==> config.mk <==
export PLATFORM = sky130hd
export DESIGN_NAME = cdb_arbiter
export DESIGN_NICKNAME = d
export VERILOG_FILES = /design/src/rtl/rv32i_types.sv /design/src/rtl/fu_result_fifo.sv /design/src/rtl/cdb_arbiter.sv
export SDC_FILE = /design/constraint.sdc
export NUM_CORES = 1
export LEC_CHECK = 0
export CELL_PAD_IN_SITES_DETAIL_PLACEMENT = 1
export CELL_PAD_IN_SITES_GLOBAL_PLACEMENT = 1
export CORE_ASPECT_RATIO = 0.5
export CORE_MARGIN = 2
export CORE_UTILIZATION = 49
export DETAILED_ROUTE_END_ITERATION = 6
export PLACE_DENSITY = 0.88
export REMOVE_ABC_BUFFERS = 1
export SLEW_MARGIN = 20
export SYNTH_ARGS = -nofsm -noshare
export SYNTH_HDL_FRONTEND = slang
export SYNTH_SLANG_ARGS = --single-unit
==> constraint.sdc <==
create_clock -name clk -period 10.7 [get_ports clk]
set_input_delay 3.21 -clock clk [delete_from_list [all_inputs] [get_ports clk]]
set_output_delay 3.21 -clock clk [all_outputs]
set_load 0.005 [all_outputs]
==> src/rtl/rv32i_types.sv <==
// Shared RV32I out-of-order types: functional-unit results,
// common data bus packets and issue-stage stall bundles.
package rv32i_types;

  localparam int PREG_W = 6;
  localparam int AREG_W = 5;
  localparam int ROB_W  = 4;

  typedef enum logic [1:0] {
    FU_ALU = 2'd0,
    FU_MUL = 2'd1,
    FU_DIV = 2'd2,
    FU_LD  = 2'd3
  } fu_idx_e;

  typedef struct packed {
    logic              valid;
    logic [PREG_W-1:0] pd;
    logic [AREG_W-1:0] rd;
    logic [31:0]       data;
    logic [ROB_W-1:0]  rob_idx;
    logic              br_mispred;
  } fu_result_pkt_t;

  typedef struct packed {
    logic              cdb_broadcast;
    logic [PREG_W-1:0] pd;
    logic [AREG_W-1:0] rd;
    logic [31:0]       data;
    logic [ROB_W-1:0]  rob_idx;
    logic              br_mispred;
  } cdb_pkt_t;

  typedef struct packed {
    logic alu_stall;
    logic mul_stall;
    logic div_stall;
    logic br_stall;
  } stall_pkt_t;

  // Map a FIFO head onto a bus packet; mispredict
  // only survives where the caller allows it.
  function automatic cdb_pkt_t to_cdb(
    input fu_result_pkt_t r,
    input logic           keep_mis
  );
    cdb_pkt_t c;
    c.cdb_broadcast = 1'b1;
    c.pd            = r.pd;
    c.rd            = r.rd;
    c.data          = r.data;
    c.rob_idx       = r.rob_idx;
    c.br_mispred    = keep_mis & r.br_mispred;
    return c;
  endfunction

endpackage

==> src/rtl/fu_result_fifo.sv <==
// Per-unit result FIFO: power-of-two depth, naturally
// wrapping pointers, simultaneous push/pop allowed.
module fu_result_fifo
  import rv32i_types::*;
#(
  parameter int DEPTH = 2
) (
  input  logic           clk,
  input  logic           rst,
  input  logic           flush,
  input  logic           wen,
  input  fu_result_pkt_t din,
  input  logic           ren,
  output fu_result_pkt_t dout,
  output logic           empty,
  output logic           full
);

  localparam int AW = $clog2(DEPTH);
  localparam int CW = AW + 1;

  fu_result_pkt_t mem [DEPTH];
  logic [AW-1:0]  head;
  logic [AW-1:0]  tail;
  logic [CW-1:0]  count;
  logic           push;
  logic           pop;

  assign full  = (count == CW'(DEPTH));
  assign empty = (count == '0);
  assign push  = wen & ~full;
  assign pop   = ren & ~empty;
  assign dout  = mem[head];

  // Pointer and occupancy tracking; flush empties in one edge.
  always_ff @(posedge clk) begin
    if (rst || flush) begin
      head  <= '0;
      tail  <= '0;
      count <= '0;
    end else begin
      if (push) tail <= tail + 1'b1;
      if (pop)  head <= head + 1'b1;
      unique case ({push, pop})
        2'b10:   count <= count + 1'b1;
        2'b01:   count <= count - 1'b1;
        default: count <= count;
      endcase
    end
  end

  // Storage array; contents are don't-care outside the live window.
  always_ff @(posedge clk) begin
    if (!rst && !flush && push) mem[tail] <= din;
  end

endmodule

==> src/rtl/cdb_arbiter.sv <==
// Common data bus producer: buffers FU results and
// broadcasts up to two per cycle on registered ports.
module cdb_arbiter
  import rv32i_types::*;
#(
  parameter int FU_BUF_DEPTH = 2
) (
  input  logic           clk,
  input  logic           rst,
  input  fu_result_pkt_t alu_res,
  input  fu_result_pkt_t mul_res,
  input  fu_result_pkt_t div_res,
  input  fu_result_pkt_t br_res,
  input  fu_result_pkt_t ld_res,
  output cdb_pkt_t       cdb_pkt,
  output cdb_pkt_t       cdb_pkt2,
  output stall_pkt_t     f_unit_stalls,
  output logic           ld_unit_stall
);

  fu_result_pkt_t res  [4];
  fu_result_pkt_t head [4];
  fu_result_pkt_t br_head;
  logic [3:0]     empty;
  logic [3:0]     full;
  logic [3:0]     ren;
  logic           br_empty;
  logic           br_full;
  logic           flush;

  logic [1:0]     ptr;
  logic [1:0]     scan;
  logic [1:0]     a_idx;
  logic [1:0]     b_idx;
  logic [1:0]     last;
  logic           a_ok;
  logic           b_ok;
  logic           b_take;

  assign res[FU_ALU] = alu_res;
  assign res[FU_MUL] = mul_res;
  assign res[FU_DIV] = div_res;
  assign res[FU_LD]  = ld_res;

  assign flush = cdb_pkt2.cdb_broadcast & cdb_pkt2.br_mispred;

  for (genvar g = 0; g < 4; g++) begin : g_fifo
    fu_result_fifo #(
      .DEPTH (FU_BUF_DEPTH)
    ) u_fifo (
      .clk   (clk),
      .rst   (rst),
      .flush (flush),
      .wen   (res[g].valid),
      .din   (res[g]),
      .ren   (ren[g]),
      .dout  (head[g]),
      .empty (empty[g]),
      .full  (full[g])
    );
  end

  fu_result_fifo #(
    .DEPTH (FU_BUF_DEPTH)
  ) u_br_fifo (
    .clk   (clk),
    .rst   (rst),
    .flush (flush),
    .wen   (br_res.valid),
    .din   (br_res),
    .ren   (~br_empty),
    .dout  (br_head),
    .empty (br_empty),
    .full  (br_full)
  );

  assign f_unit_stalls.alu_stall = full[FU_ALU];
  assign f_unit_stalls.mul_stall = full[FU_MUL];
  assign f_unit_stalls.div_stall = full[FU_DIV];
  assign f_unit_stalls.br_stall  = br_full;
  assign ld_unit_stall           = full[FU_LD];

  // Round-robin scan from ptr: first hit feeds port A, second is port B overflow.
  always_comb begin
    a_ok  = 1'b0;
    b_ok  = 1'b0;
    a_idx = ptr;
    b_idx = ptr;
    scan  = ptr;
    for (int i = 0; i < 4; i++) begin
      scan = ptr + 2'(i);
      if (!empty[scan]) begin
        if (!a_ok) begin
          a_ok  = 1'b1;
          a_idx = scan;
        end else if (!b_ok) begin
          b_ok  = 1'b1;
          b_idx = scan;
        end
      end
    end
  end

  assign b_take = b_ok & br_empty;
  assign last   = b_take ? b_idx : a_idx;

  // Pop every head that wins a port this cycle.
  always_comb begin
    ren = '0;
    if (a_ok)   ren[a_idx] = 1'b1;
    if (b_take) ren[b_idx] = 1'b1;
  end

  // Output flops and RR pointer; a mispredict on port B wipes everything.
  always_ff @(posedge clk) begin
    if (rst || flush) begin
      cdb_pkt  <= '0;
      cdb_pkt2 <= '0;
      ptr      <= FU_ALU;
    end else begin
      cdb_pkt <= a_ok ? to_cdb(head[a_idx], 1'b0) : '0;
      if (!br_empty)   cdb_pkt2 <= to_cdb(br_head, 1'b1);
      else if (b_ok)   cdb_pkt2 <= to_cdb(head[b_idx], 1'b0);
      else             cdb_pkt2 <= '0;
      if (a_ok) ptr <= last + 2'd1;
    end
  end

endmodule

### Word level (Yosys, flattened, before mapping)

Memories as Yosys holds them, arrays and structs flattened. A register that Yosys moved wholly into a read port is not among the register bits.
Cells that the tools add are included.

* register bits after elaboration: 120
* bits in writable memories: 490
* bits of input ports: 247
* output and inout bits: 103
* logic and storage cells: 201
* memories: 5

Memory list
* g_fifo[0].u_fifo.mem: depth 2, bits a word 49, rd ports 1, clocked after memory_dff 1, write ports 1, line fu_result_fifo.sv:22 `fu_result_pkt_t mem [DEPTH];`
* g_fifo[1].u_fifo.mem: depth 2, bits a word 49, rd ports 1, clocked after memory_dff 1, write ports 1, line fu_result_fifo.sv:22
* g_fifo[2].u_fifo.mem: depth 2, bits a word 49, rd ports 1, clocked after memory_dff 1, write ports 1, line fu_result_fifo.sv:22
* g_fifo[3].u_fifo.mem: depth 2, bits a word 49, rd ports 1, clocked after memory_dff 1, write ports 1, line fu_result_fifo.sv:22
* u_br_fifo.mem: depth 2, bits a word 49, rd ports 1, clocked after memory_dff 1, write ports 1, line fu_result_fifo.sv:22

* add/subtract/negate cells: 24
* order comparisons: 10
* eq/ne operators: 15
* multiplexer cells: 72
* bitwise gates (word level): 25
* reduce and logical (&&, ||, !) cells: 22

Operators with widths (number)
* $bmux 49 s2: 2
* $mux 48: 4
* $mux 49: 3
* $mux 1: 35
* $mux 2: 15
* $eq 2x2->1 const B: 10
* $pmux 2 s2: 5
* $lt 2x3->1 const B: 6
* $add 2x1->2 const B: 7
* $and 1x1->1: 11
* $not 1->1: 11
* $add 1x1->1 const B: 10
* $eq 2x1->1 const B: 5
* $logic_not 2->1: 5
* $reduce_bool 2->1: 5
* $sub 2x1->2 const B: 5
* $bmux 1 s2: 4
* $logic_and 1x1->1: 8
* $mux 4: 2
* $ge 3x3->1 const B: 2
* $not 2->3: 2
* $add 2x2->2 const B: 2
* $demux 1 s2: 2
* $ge 2x1->1 const B: 2
* 4 further kinds: 5

### Depth between registers and ports, before layout

Gate-level depths: netlist (run 1).

* word-level depth: 20
* gate-level depth with buffers: 13
* gate-level depth less buffers: 10

### Cells and area by module

From an unflattened synthesis (run 1), not the netlist that was laid out.

* cell total of the unflattened synthesis: 1539
* area, all modules: 24372.1 um^2

By module, submodules not included
* fu_result_fifo: instances 5, cells an instance 180, area an instance 3756.1 um^2, seq. area each 3042.9 um^2
* cdb_arbiter: instances 1, cells an instance 639, area an instance 5591.6 um^2, seq. area each 1981.9 um^2

### Worst setup path before layout (run 1)

Ideal clock, no wire load.

* path type: input port to flip-flop
* from: input rst
* to: memory u_br_fifo.mem[0][0] (netlist name) (enable)
* library setup time: 513 ps
* arrival: 7078 ps
* data required time: 10187 ps
* slack: 3110 ps
* stages on the path: 4
* path buffers: 2
* cell sequence: a21o_1 clkbuf_1 buf_1 nor3_1

* word-level cells in the longest chain between the ends: 5

Ends and longest elaborated chain
* start, declared: line cdb_arbiter.sv:9 `input logic rst,`
* $logic_not 1->1: line fu_result_fifo.sv:54 `if (!rst && !flush && push) mem[tail] <= din;`
* $logic_and 1x1->1 (2 in a row): line fu_result_fifo.sv:54
* $mux 1: line fu_result_fifo.sv:54
* $mux 1 (not written as such): line fu_result_fifo.sv:54
* end, declared: line fu_result_fifo.sv:22

Every way passes these cells.

### Worst setup path in the final report (run 1)

* from: input rst
* to: register cdb_pkt2[11] (netlist name)

* word-level cells in the longest chain between the ends: 1

Ends and longest elaborated chain
* $logic_or 1x1->1: line cdb_arbiter.sv:116 `if (rst || flush) begin`
* end signal, assigned: line cdb_arbiter.sv:122 `if (!br_empty) cdb_pkt2 <= to_cdb(br_head, 1'b1);`
* end signal, assigned: line cdb_arbiter.sv:123 `else if (b_ok) cdb_pkt2 <= to_cdb(head[b_idx], 1'b0);`
* end, declared: line cdb_arbiter.sv:16 `output cdb_pkt_t cdb_pkt2,`

Every way passes these cells.
A chain may end at the register's enable or synchronous reset.

==> results of run 1 <==
-- layout by cell type (no fill, tap or decap), types with 3 or more instances in the layout --
| cell type | count |
|---|---|
| edfxtp_1 | 472 |
| clkdlybuf4s50_1 | 344 |
| mux2_2 | 178 |
| mux2i_1 | 124 |
| dfxtp_1 | 119 |
| a21oi_1 | 108 |
| nor2_1 | 90 |
| nand2_1 | 63 |
| clkbuf_16 | 53 |
| o22ai_1 | 48 |
| o211ai_1 | 44 |
| diode_2 | 43 |
| o211ai_2 | 35 |
| nand3_1 | 33 |
| buf_4 | 24 |
| nor3_1 | 22 |
| or3b_1 | 18 |
| xnor2_1 | 14 |
| clkbuf_1 | 14 |
| o21ai_0 | 11 |
| nor3_2 | 10 |
| mux2_4 | 10 |
| clkbuf_8 | 10 |
| or3_1 | 8 |
| inv_1 | 8 |
| clkinv_2 | 8 |
| bufinv_16 | 8 |
| nand2b_1 | 7 |
| xor2_1 | 7 |
| nor3b_1 | 5 |
| nor2b_1 | 5 |
| ha_1 | 5 |
| or2_1 | 4 |
| nor2_4 | 3 |
| o21bai_1 | 3 |
| a31oi_1 | 3 |
| a211oi_1 | 3 |
| dfxtp_2 | 3 |
-- area by class of cell --
class / instances / area [sq um]
clock inverter: 19 / 299
antenna: 43 / 108
tap: 649 / 812
multi-input combinational: 895 / 7110
clock buffer: 77 / 1520
sequential: 596 / 16700
timing repair buffer: 368 / 3620
inverter: 8 / 30.0
fill: 4501 / 18600
-- synthesized netlist by cell type (11+ instances only) --
master / n / area share
edfxtp_1: 472 / 0.58
mux2_2: 178 / 0.082
dfxtp_1: 124 / 0.10
mux2i_1: 124 / 0.051
a21oi_1: 108 / 0.022
nor2_1: 92 / 0.014
nand2_1: 64 / 0.0099
o22ai_1: 48 / 0.012
clkbuf_1: 44 / 0.0068
o211ai_1: 44 / 0.014
buf_2: 38 / 0.0078
o211ai_2: 35 / 0.018
nand3_1: 33 / 0.0068
nor3_1: 32 / 0.0066
or3b_1: 18 / 0.0065
xnor2_1: 14 / 0.0050
buf_4: 12 / 0.0037
o21ai_0: 11 / 0.0023
-- logic make-up after synthesis --
| logic type | Yosys count | share of synthesized area |
|---|---|---|
| multiplexers | 312 | 0.140 |
| AND/OR/NAND/NOR | 283 | 0.0569 |
| buffers and inverters | 124 | 0.0272 |
| adder cells (fa/ha/maj) | 5 | 0.00257 |
| AO/OA/AOI/OAI | 273 | 0.0806 |
| other | 1 | 0.000154 |
| XOR/XNOR | 21 | 0.00757 |
| flip-flops | 596 | 0.685 |
-- power groups by stage --
stage               logic, W  clock network (W)  registers, W
floorplan            0.00230                  0       0.00311
global placement     0.00358                  0       0.00306
detailed placement   0.00378                  0       0.00308
CTS                  0.00400            0.00208       0.00305
global route         0.00431            0.00220       0.00309
finish               0.00424            0.00215       0.00308
-- metrics by stage --
stage	hold slack (ns)	cell area, sq um	cells	power [W]
2_1_floorplan	0.467	23700	1499	0.00541
3_3_place_gp	0.483	28200	2516	0.00664
3_5_place_dp	0.508	28200	2516	0.00686
4_1_cts	0.533	30000	2612	0.00913
5_1_grt	0.563	30200	2654	0.00959
6_report	0.535	30200	2655	0.00946
-- metal layers --
metal / share of wire / vias up
li1: - / 6818
met1: 0.34 / 8839
met2: 0.47 / 1640
met3: 0.11 / 582
met4: 0.087 / 2
met5: 0.00012 / -
-- worst min-delay path by stage --
stage / from / endpoint / slack (ns) / cells after the start
2_1_floorplan: u_br_fifo.count[1] / u_br_fifo.count[1] / 0.47 / 2
3_3_place_gp: u_br_fifo.count[1] / u_br_fifo.count[1] / 0.48 / 2
3_5_place_dp: u_br_fifo.head / register / 0.51 / 2
4_1_cts: u_br_fifo.head / register / 0.53 / 2
5_1_grt: g_fifo[2].u_fifo.head / register / 0.56 / 2
6_report: g_fifo[2].u_fifo.head / register / 0.54 / 2
-- registers in the layout, summed over array words and instances (netlist names), named ones only --
name,flops
cdb_pkt,48
u_br_fifo.mem,96
g_fifo.u_fifo.mem,376
cdb_pkt2,49
u_br_fifo.head,1
ptr,2
u_br_fifo.count,2
u_br_fifo.tail,1
g_fifo.u_fifo.head,4
g_fifo.u_fifo.tail,4
g_fifo.u_fifo.count,8
-- worst min-delay path, stage by stage (launching register included) --
cell     delay [ns]
dfxtp_1        0.33
xor2_1         0.10
nor2_1         0.08
==> impl_metrics.tcl, run 1 <==
set metrics [dict create \
    syn_avg_cell_area_sq_um 15.1 \
    setup-tns-final_ns 0 \
    synth-async-reset-ratio 0 \
    yosys.cell_types.count 64 \
    combPwrFrac 0.448 \
    track_usage 0.358 \
    cts-htree-levels 2 \
    io_pins 350 \
    min_period_ns 6.08 \
    cts_resized 0 \
    pwr-share-clk 0.227 \
    drt_wl_total_um 102000 \
    drive_above_1_share 0.187 \
    grt_use_met1 0.409 \
    grt_pass1_vias 19200 \
    layout.nets 2173 \
    p_per_area_mw_per_mm2 314 \
    r2r.worst_path.cells 7 \
    die_w_um 319 \
    r2r-start "g_fifo[3].u_fifo.count[0]" \
    clock_sinks 596 \
    start_util 0.498 \
    cp_common_cell "buf_4" \
    arrival_ns 6.50 \
    ctsHoldBuffers 0 \
    clk_path_buf_depth 3 \
    drtPass1Iterations 5 \
    crit_end "cdb_pkt2[11]" \
    critPathTopFamily "buffers and inverters" \
    area_growth_pct 24.1 \
    cts_tree "built" \
    overflow 0 \
    avgRoutedWirePerCell_um 38.4 \
    dr_total_vias 17900 \
    grt_pass1_wl_um 134000 \
    cp_max_fo 40 \
    synth_warnings 0 \
    rsz0062_at_grt "false" \
    post-route-period-util 0.568 \
    drc 0 \
    relSlewSlack 0.214 \
    fin_skew_ns 0.0311 \
    gr-usage-met3 0.0680 \
    drt_iter0_drc 2561 \
    place_congestion 0.825 \
    p_switching_w 0.00394 \
    cts_made_buffers 52 \
    worstSetupStartpoint "rst" \
    die_area_sq_mm 0.0515 \
    preCtsSetupSlack_ns 4.32 \
    swShare 0.416 \
    required_ns 11.13 \
    reg2reg_to "cdb_pkt2[11]" \
    max-vdd-ir-drop_mv 0.271 \
    status "complete, no violations" \
    slowest_stage "or2_2" \
    worst_slew_pin_slew_ns 1.18 \
    synth-main-ff-cell "edfxtp_1" \
    crit_type "input pin to register" \
    rrSetupSlack_ns 6.29 \
    p_int_w 0.00552 \
    setup_violations 0 \
    leakage_nw 10.1 \
    rows 57 \
    viasPerCell 6.73 \
    antenna_found_initial 33 \
    grt_max_degree 86 \
    io_buffer_count 344 \
    syn_area_sq_mm 0.0243 \
    worstSkewPairLatency_ns 0.61 \
    clk_pin_slew_ns 0.08 \
    post-cts-setup-buffers 0 \
    cp_num_buf_inv 3 \
    fmax_mhz 165 \
    hold_viol 0 \
    synth_edf_count 472 \
    die_h_um 161 \
    ys_ff_latch 596 \
    root_buffer "clkbuf_16" \
    worst-path-stages 8 \
    pwr-share-seq 0.325 \
    cap_viol_max_count 0 \
    ys_seq_area_frac 0.685 \
    fin_ws_ns 4.62 \
    worstSetupStartpointType "input pin" \
    worst_setup_path_end_kind "register" \
    ant_nets 0 \
    worstPathCellList "clkdlybuf4s50_1 -> a21o_1 -> buf_4 -> nor2_1 -> nand2_1 -> or2_2 -> buf_4 -> o211ai_1" \
    netlist_instances 1615 \
    utilization 0.618 \
    finalMaxSlewViolations 0 \
    hpwl_um 49300 \
    slowest_delay_ns 0.77 \
    min_path_type "register to register" \
    coreArea_sq_mm 0.0488 \
    use_met2 0.604 \
    busiest_layer "met2" \
]
No activity file was read; power rests on OpenSTA's default activity.
==> run 2: changes to the inputs <==
--- a/config.mk
+++ b/config.mk
@@ -9,9 +9,9 @@
 export CELL_PAD_IN_SITES_GLOBAL_PLACEMENT = 1
 export CORE_ASPECT_RATIO = 0.5
 export CORE_MARGIN = 2
-export CORE_UTILIZATION = 49
+export CORE_UTILIZATION = 41
 export DETAILED_ROUTE_END_ITERATION = 6
-export PLACE_DENSITY = 0.88
+export PLACE_DENSITY = 0.79
 export REMOVE_ABC_BUFFERS = 1
 export SLEW_MARGIN = 20
 export SYNTH_ARGS = -nofsm -noshare
==> constraint.sdc (replaced) <==
create_clock -name clk -period 4.9 [get_ports clk]
set_input_delay 1.47 -clock clk [delete_from_list [all_inputs] [get_ports clk]]
set_output_delay 1.47 -clock clk [all_outputs]
set_load 0.005 [all_outputs]
==> impl_metrics.tcl, run 2 (synthesized netlist as in run 1, its figures left out) <==
set metrics [dict create \
    status "complete, no violations" \
    post-route-period-util 0.810 \
    worstSetupStartpointType "register" \
    cts-htree-levels 2 \
    required_ns 5.40 \
    max-vdd-ir-drop_mv 0.596 \
    rsz0062_at_grt "false" \
    worstSkewPairLatency_ns 0.60 \
    cts_tree "built" \
    track_usage 0.252 \
    clk_pin_slew_ns 0.06 \
    post-cts-setup-buffers 0 \
    leakage_nw 10.1 \
    drc 0 \
    drt_wl_total_um 80000 \
    clock_sinks 596 \
    drive_above_1_share 0.189 \
    ctsHoldBuffers 0 \
    cp_max_fo 49 \
    utilization 0.516 \
    fmax_mhz 252 \
    min_path_type "register to register" \
    layout_commonest_cell "edfxtp_1" \
    io_pins 350 \
    dr_total_vias 15900 \
    ant_nets 0 \
    min_period_ns 3.97 \
    wl_met3_um 4430 \
    drtPass1Iterations 5 \
    coreArea_sq_mm 0.0589 \
    die_area_sq_mm 0.0614 \
    io_buffer_count 344 \
    die_h_um 176 \
    power_w 0.0193 \
    grt_max_degree 93 \
    finalMaxSlewViolations 0 \
    layout.nets 2181 \
    place_congestion 0.812 \
    cap_viol_max_count 0 \
    crit_type "register to register" \
    start_util 0.413 \
    avgRoutedWirePerCell_um 28.7 \
    area_growth_pct 25.1 \
    drt_iter0_drc 1465 \
    mostFrequentLayoutCells "472 x edfxtp_1, 344 x clkdlybuf4s50_1, 178 x mux2_2" \
    overflow 0 \
    viasPerCell 5.69 \
    hold_viol 0 \
    largest_register_ff_count 376 \
    antenna_found_initial 25 \
    reg_top3 "g_fifo.u_fifo.mem: 376 flops, u_br_fifo.mem: 96 flops, cdb_pkt2: 49 flops" \
    relSlewSlack 0.224 \
    highest_layer "met4" \
    hpwl_um 47200 \
    top_register "g_fifo.u_fifo.mem" \
    die_w_um 348 \
    arrival_ns 4.47 \
    worst_slew_pin_slew_ns 1.16 \
    worst_setup_path_end_kind "register" \
    clk_path_buf_depth 3 \
    nFillCells 5621 \
    m1WireLength_um 29400 \
    p_per_area_mw_per_mm2 636 \
    root_buffer "clkbuf_16" \
    cts_resized 0 \
    fin_skew_ns 0.0122 \
    grt_pass1_vias 17400 \
    wl_met2_um 42800 \
    cts_made_buffers 55 \
    rows 63 \
    setup_violations 0 \
    grt_pass1_wl_um 114000 \
]
run 2: changes by cell type in the layout (fill, tap and decap cells not counted), moves of 2 or more:
cell	change
clkinv_1	+6
diode_2	-14
buf_4	-9
clkinv_2	+4
clkbuf_16	+4
bufinv_16	-7
buf_12	+14
clkbuf_8	-2
inv_6	+2
run 2: where the power goes:
part           switching [W]  internal [W]
Clock                0.00193       0.00231
Combinational        0.00506       0.00334
Sequential          0.000491       0.00622
run 2: through the flow:
stage          setup TNS (ns)  setup slack, ns  instance area (sq um)  instances  hold slack [ns]
5_1_grt                     0            0.758                  30400       2784            0.551
3_3_place_gp                0             1.02                  28600       2651            0.483
4_1_cts                     0            0.997                  30300       2754            0.505
3_5_place_dp                0            0.960                  28600       2651            0.497
2_1_floorplan         -418.80           -0.930                  23700       1499            0.467
6_report                    0            0.931                  30400       2784            0.502
run 2: cell type report:
| class | instances | area [sq um] | area share |
|---|---|---|---|
| clock inverters | 24 | 145 | 0.00477 |
| flip-flops and latches | 596 | 16700 | 0.548 |
| clock buffers | 79 | 1590 | 0.0523 |
| diodes | 29 | 72.6 | 0.00239 |
| well taps | 780 | 976 | 0.0321 |
| repair buffers | 373 | 3840 | 0.126 |
| inverters | 8 | 30.0 | 0.000988 |
| multi-input cells | 895 | 7090 | 0.233 |
run 2: critical path: stages (launching register included):
cell       delay, ns
dfxtp_1         0.39
nor2_1          0.69
nand2_1         0.23
o2111ai_1       0.25
o32a_2          0.69
nand2_4         0.74
mux2_2          0.56
o211ai_1        0.22
run 2: worst paths after layout:
kind,from,to,slack (ns),cells past startpoint
worst max register to register,g_fifo[3].u_fifo.count[0],cdb_pkt2[17],0.93,7
worst min register to register,u_br_fifo.count[1],u_br_fifo.count[1],0.50,2
worst min-delay path,u_br_fifo.count[1],u_br_fifo.count[1],0.50,2
worst max-delay path,g_fifo[3].u_fifo.count[0],cdb_pkt2[17],0.93,7
run 2: layer usage:
layer / GRT usage / vias up
li1: - / 6819
met1: 0.291 / 8225
met2: 0.457 / 649
met3: 0.0302 / 159
met4: 0.144 / 0
met5: 0 / -
